$ cat src/rtl/sipo_5bit_rx.sv
// sipo_5bit_rx: serial-to-parallel word receiver with a small output FIFO and sticky error flags
module sipo_5bit_rx #(
    parameter int WIDTH     = 5,
    parameter bit MSB_FIRST = 1'b1,
    parameter int DEPTH     = 2
) (
    input  logic             clk,
    input  logic             rst_n,
    input  logic             ser_in,
    input  logic             ser_en,
    input  logic             start,
    input  logic             clr_err,
    output logic [WIDTH-1:0] data_out,
    output logic             data_valid,
    input  logic             data_ready,
    output logic             busy,
    output logic             frame_err,
    output logic             overflow
);
    localparam int CW = $clog2(WIDTH + 1);
    localparam int AW = $clog2(DEPTH);

    typedef enum logic {IDLE, SHIFT} state_t;

    state_t            state_q, state_d;
    logic [CW-1:0]     cnt_q, cnt_d;
    logic [WIDTH-1:0]  sh_q, sh_d;
    logic [WIDTH-1:0]  mem_q [DEPTH];
    logic [WIDTH-1:0]  mem_d [DEPTH];
    logic [AW-1:0]     wr_q, wr_d, rd_q, rd_d;
    logic [AW:0]       occ_q, occ_d;
    logic              ferr_q, ferr_d, ovf_q, ovf_d;
    logic [WIDTH-1:0]  base, shifted;
    logic              push, pop, full, wr, restart;

    // a start bit always begins from an empty register so stale bits never leak in
    assign base    = start ? '0 : sh_q;
    assign shifted = MSB_FIRST ? {base[WIDTH-2:0], ser_in} : {ser_in, base[WIDTH-1:1]};
    assign full    = occ_q == (AW+1)'(DEPTH);
    assign pop     = (occ_q != '0) && data_ready;

    always_comb begin
        state_d = state_q;
        cnt_d   = cnt_q;
        sh_d    = sh_q;
        push    = 1'b0;
        restart = 1'b0;
        if (ser_en && start) begin
            restart = state_q == SHIFT;
            state_d = SHIFT;
            cnt_d   = CW'(1);
            sh_d    = shifted;
        end else if (ser_en && state_q == SHIFT) begin
            sh_d    = shifted;
            push    = cnt_q == CW'(WIDTH - 1);
            state_d = push ? IDLE : SHIFT;
            cnt_d   = push ? '0 : cnt_q + CW'(1);
        end
    end

    // a full FIFO still accepts a word when the head leaves on the same edge
    assign wr = push && (!full || pop);

    always_comb begin
        mem_d = mem_q;
        if (wr) mem_d[wr_q] = shifted;
        wr_d   = wr ? wr_q + AW'(1) : wr_q;
        rd_d   = pop ? rd_q + AW'(1) : rd_q;
        occ_d  = occ_q + (AW+1)'(wr) - (AW+1)'(pop);
        ferr_d = restart || (ferr_q && !clr_err);
        ovf_d  = (push && full && !pop) || (ovf_q && !clr_err);
    end

    always_ff @(posedge clk) begin
        if (!rst_n) begin
            state_q <= IDLE;
            cnt_q   <= '0;
            sh_q    <= '0;
            for (int i = 0; i < DEPTH; i++) mem_q[i] <= '0;
            wr_q    <= '0;
            rd_q    <= '0;
            occ_q   <= '0;
            ferr_q  <= 1'b0;
            ovf_q   <= 1'b0;
        end else begin
            state_q <= state_d;
            cnt_q   <= cnt_d;
            sh_q    <= sh_d;
            mem_q   <= mem_d;
            wr_q    <= wr_d;
            rd_q    <= rd_d;
            occ_q   <= occ_d;
            ferr_q  <= ferr_d;
            ovf_q   <= ovf_d;
        end
    end

    assign data_out   = mem_q[rd_q];
    assign data_valid = occ_q != '0;
    assign busy       = state_q == SHIFT;
    assign frame_err  = ferr_q;
    assign overflow   = ovf_q;
endmodule

$ cat config.mk
export PLATFORM = sky130hd
export DESIGN_NAME = sipo_5bit_rx
export DESIGN_NICKNAME = d
export VERILOG_FILES = /design/src/rtl/sipo_5bit_rx.sv
export SDC_FILE = /design/constraint.sdc
export NUM_CORES = 1
export LEC_CHECK = 0
export ABC_AREA = 0
export CAP_MARGIN = 20
export CORE_MARGIN = 2
export CORE_UTILIZATION = 52
export DETAILED_ROUTE_END_ITERATION = 8
export HOLD_SLACK_MARGIN = 0.15
export PLACE_DENSITY = 0.86
export SYNTH_ARGS = -nofsm -noshare
export SYNTH_HDL_FRONTEND = slang
export SYNTH_SLANG_ARGS = --single-unit
$ cat constraint.sdc
create_clock -name clk -period 2.4 [get_ports clk]
set_clock_uncertainty 0.15 [all_clocks]
set_input_delay 0.48 -clock clk [delete_from_list [all_inputs] [get_ports clk]]
set_output_delay 0.48 -clock clk [all_outputs]
set_load 0.02 [all_outputs]
==> results of run 1 <==
-- through the flow --
stage | hold slack [ns] | std cells | TNS (ns)
2_1_floorplan | 0.282 | 116 | 0
3_3_place_gp | 0.291 | 158 | -0.111
3_5_place_dp | 0.304 | 158 | -0.190
4_1_cts | 0.324 | 162 | 0
5_1_grt | 0.339 | 162 | 0
6_report | 0.320 | 162 | 0
-- flip-flops by register name, indices dropped and copies added (netlist names) --
| signal | flops |
|---|---|
| occ_q | 2 |
| wr_q | 1 |
| rd_q | 1 |
| busy | 1 |
| mem_q | 10 |
| sh_q | 4 |
| cnt_q | 3 |
| frame_err | 1 |
| overflow | 1 |
-- power groups by stage --
stage	Sequential, W	Combinational (W)	Clock (W)
2_1_floorplan	0.000416	0.0000235	0
3_3_place_gp	0.000415	0.0000491	0
3_5_place_dp	0.000416	0.0000509	0
4_1_cts	0.000407	0.0000510	0.000294
5_1_grt	0.000408	0.0000556	0.000313
6_report	0.000407	0.0000513	0.000287
-- cells in the mapped netlist --
| cell type | count | share of area (%) |
|---|---|---|
| a21boi_0 | 2 | 1.3 |
| a22oi_1 | 4 | 2.7 |
| a32oi_1 | 1 | 0.79 |
| and2_1 | 4 | 2.2 |
| and2_2 | 1 | 0.68 |
| and3_1 | 2 | 1.1 |
| and3b_1 | 1 | 0.79 |
| buf_6 | 1 | 1.0 |
| clkbuf_1 | 4 | 1.3 |
| clkbuf_4 | 1 | 0.68 |
| dfxtp_1 | 24 | 43 |
| ha_1 | 4 | 4.5 |
| inv_1 | 5 | 1.7 |
| mux2_2 | 5 | 5.1 |
| mux2i_1 | 11 | 9.9 |
| nand2_1 | 20 | 6.7 |
| nand3_1 | 3 | 1.3 |
| nand4_4 | 1 | 1.9 |
| nor2_1 | 1 | 0.34 |
| nor2_2 | 1 | 0.56 |
| nor2b_1 | 8 | 4.5 |
| o21a_1 | 1 | 0.68 |
| o21ai_0 | 4 | 1.8 |
| o2bb2ai_1 | 1 | 0.79 |
| or2_1 | 1 | 0.56 |
| or2_2 | 1 | 0.56 |
| or3b_2 | 1 | 0.79 |
| xnor2_1 | 3 | 2.4 |
-- routing by layer --
metal  track usage, %  up-vias  share of wire [%]  routed length (µm)
li1                 -      431                  -                   -
met1             20.8      432                 42                 880
met2             34.4       26                 53                1110
met3             6.25        2                5.4                 114
met4             2.78        0               0.14                   3
met5                0        -                  0                   0
-- critical path, cell delays in order (launching register included) --
cell	delay, ns
dfxtp_2	0.44
mux2_2	0.35
clkdlybuf4s50_1	0.54
-- kinds of logic (layout without fill, tap and decap cells) --
logic type | Yosys count | count (layout)
AO/OA/AOI/OAI | 13 | 13
XOR/XNOR | 3 | 3
adder cells (fa/ha/maj) | 4 | 4
buffers and inverters | 11 | 30
flip-flops | 24 | 24
multiplexers | 16 | 16
AND/OR/NAND/NOR | 45 | 45
-- worst max-delay path by stage --
stage	from	end	slack (ns)	cells past startpoint
after floorplan	busy	occ_q[1]	0.30	9
final	rd_q	data_out[4]	0.14	2
after global placement	data_ready	occ_q[1]	-0.11	9
after detailed placement	data_ready	occ_q[1]	-0.16	9
after global routing	rd_q	data_out[1]	0.06	2
after CTS	rd_q	data_out[4]	0.01	2
-- repair_timing --
action / CTS / global route
gates resized for setup: 0 / 1
setup endpoints to repair: 0 / 5
hold endpoints to repair: 0 / 0
-- layout make-up --
cell class	count	area, µm²	share of cell area (%)
clock inverter	1	30.0	2.21
sequential	24	482	35.4
tap	27	33.8	2.48
clock buffer	3	22.5	1.65
inverter	5	18.8	1.38
timing repair buffer	21	195	14.3
multi-input combinational	81	579	42.6
==> metrics.csv, run 1 <==
stage,metric,value,unit
run_status,outcome,"finished, final reports clean",
logic_synthesis,largest family of logic cells by synthesized area,simple AND/OR/NAND/NOR gates,
global_route,initial antenna violation count,0,
timing,FMAX,442,MHz
logic_synthesis,Yosys Warn Count,0,
power,internal power,0.000597,W
clock_tree,Post-CTS Setup Bufs,0,
clock_tree,Clock Sinks,24,
power,Leakage,0.548,nW
logic_synthesis,Synth Area in Adders,4.50,%
timing,Max-slew headroom,72.7,%
layout,FILL cells,165,
clock_tree,Num CTS Buffers,3,
routing,# DRC,0,
logic_synthesis,mux contribution to synthesized area,15.0,%
layout,share of cells above drive strength 1,15.6,%
critical_path,crit path kind,reg2out,
timing,Tcrit/Tclk final,94.3,%
critical_path,Setup crit start kind,register,
critical_path,cells on worst reg2reg path,8,
critical_path,Critical R2R Capture,occ_q[1],
min_path,Hold EP,mem_q[3],
die,die height,50.3,µm
run,maxcap violations,0,
timing,minimum clock period,2.26,ns
place,post-place setup slack,-0.163,ns
timing,worst slew pin tran,0.410,ns
critical_path,CP max FO,6,
logic_synthesis,syn avg cell area,9.59,µm²
routing,remaining antenna violation count,0,
logic_synthesis,"Net Count, Synth",127,
die,Die W,50.3,µm
place,detailed placer's ending HPWL,1530,µm
logic_synthesis,Post-Synth XOR/XNOR Area,2.36,%
die,# rows,16,
timing,RSZ-0062 raised after global routing,false,
timing,"Slew Viols, Final",0,
layout,most frequent cells in the layout,"23 x dfxtp_1, 20 x nand2_1, 15 x clkdlybuf4s50_1, 11 x mux2i_1, 8 x nor2b_1",
layout,NumNets Final,147,
clock_tree,Post-CTS Hold Buffers,0,
logic_synthesis,post-synth cell types,28,
routing,final WL,2110,µm
logic_synthesis,post-synthesis register bit count,24,
min_path,worst hold path type,reg2reg,
layout,final instance area,1360,µm²
layout,"commonest non-fill, non-tap cell in the layout",dfxtp_1,
logic_synthesis,Mapped Cells,116,
clock_tree,insertion delay to the later sink of the worst-skew pair,0.31,ns
layout,area added between synthesis and finish,22.4,%
global_route,pin count of the biggest net entering global routing,26,
layout,ANT cells,0,
critical_path,R2R Setup Slk,0.37,ns
min_path,Hold Path Depth,2,
clock_tree,TritonCTS clock tree,done,
global_route,vias in the first global route,822,
power,total power,0.000745,W
clock_tree,Max Root-Sink Buffers,2,
place,RD Place Congestion,0.728,
die,I/O pins,16,
power,Switching Fraction,19.8,%
timing,"Hold Vio Cnt, Final",0,
global_route,gr usage total,18.6,%
clock_tree,Clock Pin Slew Worst Setup and Hold Paths,0.12,ns
logic_synthesis,sequential-to-total area share from yosys stat,43.2,%
critical_path,Worst Setup End Kind,output port,
power,combinational power share,6.9,%
min_path,min-delay src,mem_q[3],
logic_synthesis,Synth Cell Area,1110,µm²
layout,Finished Core Util,68.7,%
routing,drt wl/cell,13.0,µm
power,Cell Pwr Density,547,nW/µm²
logic_synthesis,Simple-Gate Fraction of Synth Area,22.2,%
power,Clock power frac,38.5,%
timing,final worst setup slack,0.137,ns
clock_tree,# H-tree levels,1,
power,Flop pwr share,54.6,%
global_route,total gr overflow,0,
routing,via count,891,
routing,initial drt markers,11,
die,die area,2530,µm²
place,placed cell area,1310,µm²
critical_path,Worst EP required,1.77,ns
die,Core Region,1980,µm²
place,IO buf count,15,
critical_path,arrival time worst endpoint,1.63,ns
logic_synthesis,compound-gate portion of the synthesized area,8.10,%
global_route,first-pass GRT wire length,3500,µm
die,starting density of the core,56.1,%
clock_tree,Root Driver,clkbuf_4,
routing,drt first pass iters,6,
power,NetSw,0.000148,W
critical_path,r2r startpoint,occ_q[1],
power,peak supply drop,0.448,mV
routing,vias per cell,5.50,
timing,Final setup viols,0,
(Power assumes the default switching activity.)
==> run 2: changes to the inputs <==
Settings changed: CORE_MARGIN 2 to 1, SLEW_MARGIN from default to 10.
==> run 2 against run 1 <==
  * Wire length is 0.71% lower
  * Setup slack got worse by 0.056 ns
  * Combinational power decreased by 2%
  * Critical path depth unchanged
  * Die area fell by 7.8%
  * Global-route usage increased by 1.9 points
  * Total power grew 1.6%
  * Via count down 4.5%
  * Critical path type unchanged
==> metrics.csv, run 2 (same netlist as run 1, synthesis figures left out) <==
stage,metric,value,unit,change
timing,Final setup viols,0,,unchanged
layout,area occupied by multi-input gates,579,µm²,unchanged
clock_tree,TritonCTS clock tree,done,,unchanged
layout,area added between synthesis and finish,22.4,%,unchanged
routing,# DRC,0,,unchanged
global_route,vias in the first global route,780,,was 822
routing,final WL,2090,µm,was 2110 µm
layout,"commonest non-fill, non-tap cell in the layout",dfxtp_1,,unchanged
timing,"Hold Vio Cnt, Final",0,,unchanged
critical_path,crit path from,rd_q,,unchanged
layout,Reg area,482,µm²,unchanged
critical_path,crit path kind,reg2out,,unchanged
critical_path,R2R Setup Slk,0.36,ns,was 0.37 ns
critical_path,Worst Setup End Kind,output port,,unchanged
timing,Max-slew headroom,73.0,%,was 72.7%
power,Leakage,0.548,nW,unchanged
critical_path,CP max FO,6,,unchanged
global_route,gr usage total,20.5,%,was 18.6%
routing,initial drt markers,13,,was 11
power,peak supply drop,0.368,mV,was 0.448 mV
run,maxcap violations,0,,unchanged
critical_path,r2r startpoint,occ_q[1],,unchanged
critical_path,cells on worst reg2reg path,8,,unchanged
layout,NumNets Final,147,,unchanged
place,IO buf count,15,,unchanged
place,placed cell area,1310,µm²,unchanged
routing,drt wl/cell,12.9,µm,was 13.0 µm
layout,Largest regs,"mem_q x10, sh_q x4, cnt_q x3",,unchanged
timing,Worst Hold Margin,0.316,ns,was 0.320 ns
critical_path,Setup crit start kind,register,,unchanged
routing,via count,851,,was 891
timing,"Slew Viols, Final",0,,unchanged
timing,worst slew pin tran,0.405,ns,was 0.410 ns
layout,Top reg by flops,mem_q,,unchanged
routing,remaining antenna violation count,0,,unchanged
layout,share of cells above drive strength 1,15.6,%,unchanged
global_route,initial antenna violation count,0,,unchanged
min_path,Hold EP,mem_q[8],,was mem_q[3]
timing,RSZ-0062 raised after global routing,false,,unchanged
clock_tree,Post-CTS Hold Buffers,0,,unchanged
die,die area,2330,µm²,was 2530 µm²
place,RD Place Congestion,0.708,,was 0.728
clock_tree,# H-tree levels,1,,unchanged
layout,most frequent cells in the layout,"23 x dfxtp_1, 20 x nand2_1, 15 x clkdlybuf4s50_1, 11 x mux2i_1, 8 x nor2b_1",,unchanged
die,Die W,48.3,µm,was 50.3 µm
clock_tree,Max Root-Sink Buffers,2,,unchanged
clock_tree,Root Driver,clkbuf_4,,unchanged
routing,drt first pass iters,5,,was 6
layout,FILL cells,141,,was 165
die,die height,48.3,µm,was 50.3 µm
global_route,pin count of the biggest net entering global routing,26,,unchanged
layout,ANT cells,0,,unchanged
timing,Sum Neg Setup Slack,0,ns,unchanged
clock_tree,insertion delay to the later sink of the worst-skew pair,0.33,ns,was 0.31 ns
global_route,total gr overflow,0,,unchanged
min_path,worst hold path type,reg2reg,,unchanged
clock_tree,Num CTS Buffers,3,,unchanged
timing,minimum clock period,2.32,ns,was 2.26 ns
min_path,min-delay src,mem_q[8],,was mem_q[3]
clock_tree,Clock Sinks,24,,unchanged
layout,Largest register FFs,10,,unchanged
place,detailed placer's ending HPWL,1560,µm,was 1530 µm
die,Core Region,1980,µm²,unchanged
timing,Tcrit/Tclk final,96.6,%,was 94.3%
layout,final instance area,1360,µm²,unchanged
critical_path,arrival time worst endpoint,1.69,ns,was 1.63 ns
global_route,first-pass GRT wire length,3170,µm,was 3500 µm
die,# rows,16,,unchanged
power,total power,0.000757,W,was 0.000745 W
min_path,Hold Path Depth,2,,unchanged
routing,vias per cell,5.25,,was 5.50
critical_path,Worst EP required,1.77,ns,about the same
clock_tree,Clock Pin Slew Worst Setup and Hold Paths,0.14,ns,was 0.12 ns
power,Cell Pwr Density,556,nW/µm²,was 547 nW/µm²
critical_path,Critical R2R Capture,occ_q[1],,unchanged
run_status,outcome,"finished, final reports clean",,unchanged
die,I/O pins,16,,unchanged
timing,FMAX,431,MHz,was 442 MHz
die,starting density of the core,56.1,%,unchanged
## run 2: cell counts in the layout (fill, tap and decap cells not counted)
No cell type changed its count.
## run 2: layout make-up
class	count	area share (%)
timing repair buffer	21	14.3
inverter	5	1.38
sequential	24	35.4
multi-input combinational	81	42.6
clock buffer	3	1.65
tap	27	2.48
clock inverter	1	2.21
## run 2: where the power goes
group	internal, W	leakage [nW]	switching [W]
logic	0.0000256	0.325	0.0000247
clock network	0.000169	0.0279	0.000130
registers	0.000403	0.194	0.00000452
total	0.000597	0.548	0.000159
## run 2: worst max path at each step
| stage | endpoint | slack [ns] | depth (start not counted) |
|---|---|---|---|
| after floorplan | occ_q[1] | 0.30 | 9 |
| final | data_out[2] | 0.08 | 2 |
| after CTS | data_out[2] | 0.07 | 2 |
| after global routing | data_out[2] | 0.05 | 2 |
| after global placement | occ_q[1] | -0.11 | 9 |
| after detailed placement | occ_q[1] | -0.17 | 9 |
## run 2: critical path, stage by stage, from the launching register on
cell             delay, ns
dfxtp_2               0.44
mux2_2                0.37
clkdlybuf4s50_1       0.55
## run 2: routing by layer
layer	wire (µm)	vias to the layer above	global-route usage, %
li1	-	427	-
met1	895	403	21.5
met2	1080	14	36.5
met3	64	7	4.81
met4	53	0	12.8
met5	0	-	0
## run 2: stage by stage
stage	worst slack, ns	cells	util (%)
2_1_floorplan	0.297	116	-
3_3_place_gp	-0.110	158	66.0
3_5_place_dp	-0.172	158	66.0
4_1_cts	0.0677	162	68.7
5_1_grt	0.0489	162	68.7
6_report	0.0814	162	68.7
## run 2: repair_timing
item                       4_1_cts  5_1_grt
resized for setup                1        0
setup endpoints to repair        4        0
setup buffers                    0        0
==> patch, RTL diff (flow settings as in run 2) <==
Change the parameter `DEPTH` from 2 to 4.
--- a/src/rtl/sipo_5bit_rx.sv
+++ b/src/rtl/sipo_5bit_rx.sv
@@ -4,3 +4,3 @@
     parameter bit MSB_FIRST = 1'b1,
-    parameter int DEPTH     = 2
+    parameter int DEPTH     = 4
 ) (
Behaviour: same outputs for any inputs over 10 cycles, from zero or initial values and one cycle with rst_n low; that may be too few to reach the edited logic, so the function may still have changed.
==> patch against run 2 <==
Hold slack worse by 0.0062 ns; final area up 54%; clock power increased by 40%; count of clock-buffer cells in the layout up 2; synthesized area increased by 59%; power rose by 95%; sequential cell count increased by 13; wire length is 65% higher; worst setup slack lost 0.0089 ns; critical endpoint unchanged; die area increased by 57%; critical path depth increased by 1.
==> patch: results (changes against run 2) <==
[clock_network]
worstSkewPairLatency_ns=0.35  ; was 0.33 ns
cts_root_buf=clkbuf_4  ; unchanged
numCtsBuffers=5  ; was 3
clkSlewWorstSetupHoldPaths_ns=0.11  ; was 0.14 ns
htreeDepth=2  ; was 1

[global_routing]
met1_usage_pct=27.2  ; was 21.5%
gr-usage-met3_pct=7.25  ; was 4.81%
grt_pass1_wl_um=5930  ; was 3170 um
grt_max_degree=39  ; was 26
grt_usage_pct=22.4  ; was 20.5%
grt_pass1_vias=1325  ; was 780

[power]
ir_worst_vdd_mv=0.587  ; was 0.368 mV
leakagePower_uw=0.000881  ; was 0.000548 uW

[cells_and_area]
layout.nets=213  ; was 147
top_regs=mem_q: 20 flops, sh_q: 4 flops  ; was mem_q: 10 flops, sh_q: 4 flops, cnt_q: 3 flops

[timing]
maxSlewHeadroom_pct=66.5  ; was 73.0%
fmax_ghz=0.430  ; was 0.431 GHz

[synthesis]
synth_common_cells=37 x dfxtp_1, 26 x nand2_1, 13 x nand3_1  ; was 24 x dfxtp_1, 20 x nand2_1, 11 x mux2i_1
synth_fp_nets=190  ; was 127
synth_cell_types=36  ; was 28
synth.area.top_cells=dfxtp_1 42%, mux4_2 6.4%, mux2i_1 6.2%, ha_1 5.6%, nand2_1 5.5%  ; was dfxtp_1 43%, mux2i_1 9.9%, nand2_1 6.7%, mux2_2 5.1%, ha_1 4.5%
ys_seq_area_share_pct=41.8  ; was 43.2%

[setup_path]
r2r_slack_ns=0.14  ; was 0.36 ns
slowest_delay_ns=0.50  ; was 0.55 ns
crit_path_start=rd_q[1]  ; was rd_q
r2r_cells=11  ; was 8
cp_top_family=multiplexers  ; was buffers and inverters
crit_slowest_cell=mux4_2  ; was clkdlybuf4s50_1
r2r_start=cnt_q[0]  ; was occ_q[1]

[status]
outcome=complete, no violations  ; unchanged

[routing]
dr.pass1.iters=6  ; was 5
wl_per_cell_um=14.3  ; was 12.9 um
drt_iter0_markers=38  ; was 13
via_per_inst=5.53  ; was 5.25

[placement]
placed_area_um2=2020  ; was 1310 um2
dpl.hpwl_um=2560  ; was 1560 um

-- patch: cells by family after synthesis --
kind of cell / synth area share, %
simple gates: 21.8
flops: 41.8
compound gates: 9.88
buf+inv: 4.73
mux: 12.6
fa+ha+maj: 6.78
xor+xnor: 2.47
-- patch: routing by layer --
metal,vias up,wire [um]
met4,0,29
met2,22,1770
li1,648,-
met5,-,0
met1,658,1520
met3,4,135
-- patch: final cells by class --
class,count,area [um2]
Clock buffer,5,37.5
Sequential cell,37,741
Clock inverter,2,35.0
Fill cell,255,1050
Multi-Input combinational cell,120,966
Inverter,8,30.0
Tap cell,44,55.1
Timing Repair Buffer,25,234
-- patch: worst min path at each step --
stage	startpoint	end	slack, ns	cells after the start
global placement	mem_q[10]	mem_q[10]	0.29	2
global route	mem_q[6]	mem_q[6]	0.33	2
finish	mem_q[0]	mem_q[0]	0.31	2
floorplan	mem_q[10]	mem_q[10]	0.28	2
CTS	mem_q[0]	mem_q[0]	0.31	2
detailed placement	mem_q[0]	mem_q[0]	0.29	2
-- patch: timing repair --
item                       4_1_cts  5_1_grt
gates cloned                     0        0
resized for setup                5        3
setup endpoints to repair        5        2
hold buffers                     0        0
-- patch: worst register-to-register path, stage by stage, from the launching register on --
cell	delay, ns
dfxtp_1	0.34
inv_2	0.09
ha_4	0.15
nand2_2	0.10
nor3_4	0.18
inv_1	0.06
ha_1	0.26
inv_1	0.04
ha_1	0.19
fa_2	0.34
xnor2_1	0.13
and2_1	0.15
-- patch: per-stage QoR --
step | TNS [ns] | std cells
3_5_place_dp | -0.590 | 234
5_1_grt | 0 | 241
4_1_cts | 0 | 241
6_report | 0 | 241
2_1_floorplan | 0 | 174
3_3_place_gp | -0.481 | 234
-- patch: where the power goes --
group / internal (uW) / leakage (uW) / total, uW / switching (uW)
Clock: 212 / 0.0000410 / 420 / 208
Sequential: 652 / 0.000299 / 697 / 45.1
Combinational: 195 / 0.000541 / 359 / 165
Total: 1060 / 0.000881 / 1480 / 418
